--- src/rtl/hazard_ctrl.sv ---
// Pipeline hazard controller for the 5-stage RV32I core.
// Generates per-stage bubble/flush controls and EX operand forwarding selects.
// Freezes the pipeline during data-cache misses.
// Keeps saturating event counters and a sticky miss-timeout flag.
module hazard_ctrl #(
   parameter int unsigned MISS_TIMEOUT = 1024,
   parameter int unsigned CNT_W        = 32
) (
   input  logic             clk,
   input  logic             rst_n,
   input  logic [4:0]       reg1_src_D,
   input  logic [4:0]       reg2_src_D,
   input  logic [4:0]       reg1_src_EX,
   input  logic [4:0]       reg2_src_EX,
   input  logic [4:0]       reg_dest_EX,
   input  logic             load_EX,
   input  logic [4:0]       reg_dest_MEM,
   input  logic             reg_write_MEM,
   input  logic [4:0]       reg_dest_WB,
   input  logic             reg_write_WB,
   input  logic             br_taken_EX,
   input  logic             jalr_EX,
   input  logic             jal_ID,
   input  logic             dcache_miss,
   input  logic             dcache_ready,
   output logic             bubbleF,
   output logic             bubbleD,
   output logic             bubbleE,
   output logic             bubbleM,
   output logic             bubbleW,
   output logic             flushF,
   output logic             flushD,
   output logic             flushE,
   output logic             flushM,
   output logic             flushW,
   output logic [1:0]       op1_sel,
   output logic [1:0]       op2_sel,
   output logic [CNT_W-1:0] miss_stall_cnt,
   output logic [CNT_W-1:0] load_use_cnt,
   output logic             miss_err
);

   localparam int unsigned TW = $clog2(MISS_TIMEOUT) + 1;
   localparam logic [TW-1:0] TimeoutVal = TW'(MISS_TIMEOUT);
   localparam logic [TW-1:0] TimeoutM1  = TW'(MISS_TIMEOUT - 1);

   typedef enum logic [0:0] {StIdle, StWait} state_e;

   state_e        state_q;
   logic [TW-1:0] wait_cnt_q;

   logic stall;
   logic ctrl_haz;
   logic load_use;
   logic lu_active;

   // Forwarding select for one EX source operand; MEM beats WB, x0 never forwarded.
   function automatic logic [1:0] fwd_sel(input logic [4:0] src,
                                          input logic [4:0] dest_mem, input logic wr_mem,
                                          input logic [4:0] dest_wb,  input logic wr_wb);
      logic [1:0] sel;
      sel = 2'b00;
      if (wr_mem && (dest_mem != 5'd0) && (dest_mem == src)) begin
         sel = 2'b01;
      end else if (wr_wb && (dest_wb != 5'd0) && (dest_wb == src)) begin
         sel = 2'b10;
      end
      return sel;
   endfunction

   // Hazard detection; the miss-onset cycle stalls before the FSM reaches WAIT.
   always_comb begin
      if (state_q == StWait) begin
         stall = !dcache_ready;
      end else begin
         stall = dcache_miss && !dcache_ready;
      end
      ctrl_haz  = br_taken_EX || jalr_EX;
      load_use  = load_EX && (reg_dest_EX != 5'd0) &&
                  ((reg_dest_EX == reg1_src_D) || (reg_dest_EX == reg2_src_D));
      lu_active = !stall && !ctrl_haz && load_use;
   end

   // Per-stage bubble/flush controls, highest priority first.
   always_comb begin
      {bubbleF, bubbleD, bubbleE, bubbleM, bubbleW} = 5'b00000;
      {flushF, flushD, flushE, flushM, flushW}      = 5'b00000;
      if (!rst_n) begin
         {flushF, flushD, flushE, flushM, flushW} = 5'b11111;
      end else if (stall) begin
         {bubbleF, bubbleD, bubbleE, bubbleM, bubbleW} = 5'b11111;
      end else if (ctrl_haz) begin
         flushD = 1'b1;
         flushE = 1'b1;
      end else if (load_use) begin
         bubbleF = 1'b1;
         bubbleD = 1'b1;
         flushE  = 1'b1;
      end else if (jal_ID) begin
         flushD = 1'b1;
      end
   end

   // Operand forwarding, active in every state; forced to register file during reset.
   always_comb begin
      op1_sel = 2'b00;
      op2_sel = 2'b00;
      if (rst_n) begin
         op1_sel = fwd_sel(reg1_src_EX, reg_dest_MEM, reg_write_MEM, reg_dest_WB, reg_write_WB);
         op2_sel = fwd_sel(reg2_src_EX, reg_dest_MEM, reg_write_MEM, reg_dest_WB, reg_write_WB);
      end
   end

   // Miss FSM with timeout tracking and saturating event counters.
   always_ff @(posedge clk or negedge rst_n) begin
      if (!rst_n) begin
         state_q        <= StIdle;
         wait_cnt_q     <= '0;
         miss_err       <= 1'b0;
         miss_stall_cnt <= '0;
         load_use_cnt   <= '0;
      end else begin
         case (state_q)
            StIdle: begin
               if (dcache_miss && !dcache_ready) begin
                  state_q    <= StWait;
                  wait_cnt_q <= '0;
               end
            end
            StWait: begin
               if (wait_cnt_q != TimeoutVal) begin
                  wait_cnt_q <= wait_cnt_q + 1'b1;
               end
               // Flag is set on the edge that completes the MISS_TIMEOUT-th WAIT cycle.
               if (wait_cnt_q >= TimeoutM1) begin
                  miss_err <= 1'b1;
               end
               if (dcache_ready) begin
                  state_q <= StIdle;
               end
            end
            default: state_q <= StIdle;
         endcase
         if ((state_q == StWait) && (miss_stall_cnt != '1)) begin
            miss_stall_cnt <= miss_stall_cnt + 1'b1;
         end
         if (lu_active && (load_use_cnt != '1)) begin
            load_use_cnt <= load_use_cnt + 1'b1;
         end
      end
   end

endmodule

--- config.mk ---
export PLATFORM = sky130hd
export DESIGN_NAME = hazard_ctrl
export DESIGN_NICKNAME = d
export VERILOG_FILES = /design/src/rtl/hazard_ctrl.sv
export SDC_FILE = /design/constraint.sdc
export NUM_CORES = 1
export LEC_CHECK = 0
export BUFFER_PORTS_ARGS = -buffer_cell sky130_fd_sc_hd__buf_2
export CAP_MARGIN = 0
export CORE_AREA = 3 3 104 106
export DETAILED_ROUTE_END_ITERATION = 8
export DIE_AREA = 0 0 107 109
export PLACE_DENSITY = 0.74
export SLEW_MARGIN = 5
export SYNTH_ARGS = -nofsm -noshare
export SYNTH_HDL_FRONTEND = slang
export SYNTH_SLANG_ARGS = --single-unit
--- constraint.sdc ---
create_clock -name clk -period 4 [get_ports clk]
set_input_delay 0.2 -clock clk [delete_from_list [all_inputs] [get_ports clk]]
set_output_delay 0.2 -clock clk [all_outputs]
set_load 0.01 [all_outputs]
==> results.toml <==
[yosys]
syn_inst = 424
syn_area_mm2 = 0.00422
synth-warning-count = 0
synth_enable_flop_cells = 0
synthFlopType = "dfrtp_1"
ys_seq_elements = 77
yosysUniqueCellTypes = 47
async_reset_ff_frac = 1.00
seq_area_frac_synth = 0.457
syn_avg_cell_area_um2 = 9.95
synth.net_count = 473

[critical_path]
arrival_ns = 2.42
end_kind = "flip-flop"
crit_family = "simple AND/OR/NAND/NOR gates"
cp.required_ns = 4.23
crit_path_top_delay_cell = "or4b_1"
max_stage_delay_ns = 0.71
critPathKind = "reg -> reg"
crit_chain = "and4_1, nand3_1, or4b_1, nand2_4, mux2_4"
cp-start-kind = "flip-flop"
crit_path_max_fanout = 8
cp_num_buf_inv = 0

[floorplanning]
design.die.area_mm2 = 0.0117
die_w_um = 107
num_rows = 36
design.core.area_mm2 = 0.00986
initial_core_util = 0.428
die_h_um = 109
ios = 124

[clock_tree]
cts_tree = "built"
cts.sinks = 77
cts_root_buffer = "clkbuf_8"
numCtsBuffers = 9
cts.path.max_buffers = 2
ctsHoldBuffers = 0
clkTransAtPathRegs_ns = 0.08
cts_resized = 0
insertion_delay_ns = 0.34
post_cts.repair.setup_buffers = 0
htreeDepth = 3

[route]
via_per_inst = 5.33
wl_mm = 10.5
firstDrtPassIters = 4
dr.first_iter.drc_count = 143
route.vias.total = 3651
drc = 0
wl_per_cell_um = 15.3
ant_nets = 0

[power]
p_sw_mw = 0.495
p_seq_frac = 0.493
vdd_drop_max_mv = 0.193
swShare = 0.275
p_comb_frac = 0.149
p_per_area_mw_per_mm2 = 349
power.leakage_nw = 2.48
p_int_mw = 1.30
pwr-share-clk = 0.357

[place]
gp_congestion = 0.811
dp_hpwl_mm = 8.01
place.port_buffers = 123

[grt]
grt_pass1_wl_mm = 17.6
grt_max_degree = 82
grt_pass1_vias = 3612
grt-ovfl-total = 0
track_usage = 0.188
antenna_found_initial = 0

[timing]
fin_worst_skew_ns = 0.0138
fin_crit_ns = 2.19
tns_ns = 0
period_share = 0.548
rsz0062_at_grt = "no"
hold_viol_final = 0
finalSetupViolations = 0
slew_viol_final = 0
tightest_slew_ns = 0.990
clock.fmax_ghz = 0.457
fin_hold_ws_ns = 0.140
max_slew_margin = 0.340

[cells_and_area]
antennaDiodeCount = 0
drive_above_1_share = 0.283
area_delta_synth_final_pct = 22.2
final_cell_mix = "buf_2, dfrtp_1, xnor2_1"
nets = 596
final_common_cell = "buf_2"

[run_status]
status = "finished, final reports clean"

[worst_hold_path]
hp-class = "in -> async"

[job]
maxCapViolCount = 0
-- flip-flops by register name (all words and copies together) (netlist names) --
register        cells
state_q             1
miss_stall_cnt     32
miss_err            1
wait_cnt_q         11
load_use_cnt       32
-- cells in the mapped netlist (7+ instances only) --
cell type	count	area, um2
a21oi_1	11	55.1
and3_1	19	119
dfrtp_1	77	1930
inv_1	7	26.3
nand2_1	32	120
nand3_1	29	145
nand4_1	26	163
nor2_1	31	116
nor3_1	9	45.0
o21ai_0	14	70.1
xnor2_1	57	499
xor2_1	31	272
-- stage by stage --
step | instances | area, um2 | total power, mW | setup slack [ns] | utilization
after CTS | 685 | 5150 | 1.82 | 1.80 | 0.523
after global routing | 685 | 5150 | 1.90 | 1.65 | 0.523
final | 685 | 5150 | 1.80 | 1.81 | 0.523
after floorplan | 424 | 4220 | 1.04 | 1.99 | -
after global placement | 669 | 4940 | 1.16 | 1.90 | 0.501
after detailed placement | 669 | 4940 | 1.17 | 1.82 | 0.501
-- area by class of cell --
| class | count | area (um2) |
|---|---|---|
| fillers | 901 | 4710 |
| multi-input cells | 327 | 2190 |
| flip-flops and latches | 77 | 1930 |
| repair buffers | 125 | 633 |
| well taps | 133 | 166 |
| clock buffers | 11 | 131 |
| clock inverters | 5 | 85.1 |
| inverters | 7 | 26.3 |
-- path summary, 6_finish.rpt --
| path | cells past startpoint | slack, ns | endpoint | startpoint |
|---|---|---|---|---|
| worst max register to register | 5 | 1.81 | miss_stall_cnt[1] | miss_stall_cnt[3] |
| worst min register to register | 1 | 0.47 | miss_err | miss_err |
| max in group asynchronous | 2 | 3.21 | load_use_cnt[26] | rst_n |
| min in group clk | 3 | 0.18 | wait_cnt_q[4] | dcache_ready |
| worst min-delay path | 2 | 0.14 | wait_cnt_q[4] | rst_n |
| worst max-delay path | 5 | 1.81 | miss_stall_cnt[1] | miss_stall_cnt[3] |
-- cells by family after synthesis --
logic type               share of synthesized area
flip-flops                                   0.457
buffers and inverters                       0.0252
multiplexers                               0.00623
AO/OA/AOI/OAI                               0.0543
XOR/XNOR                                     0.183
AND/OR/NAND/NOR                              0.263
adder cells (fa/ha/maj)                     0.0119
-- routing by layer --
layer / vias to the layer above / part of all wire / global-route usage
met5: - / 0 / 0
li1: 1751 / - / -
met2: 109 / 0.50 / 0.315
met4: 0 / 0.018 / 0.0676
met1: 1776 / 0.43 / 0.243
met3: 15 / 0.053 / 0.0355
-- power by group through the flow --
stage          combinational [mW]  sequential [mW]  clock, mW
2_1_floorplan               0.132            0.908          0
3_5_place_dp                0.271            0.902          0
5_1_grt                     0.303            0.899      0.696
6_report                    0.269            0.887      0.643
4_1_cts                     0.272            0.886      0.663
3_3_place_gp                0.261            0.894          0
(Power assumes the default switching activity.)
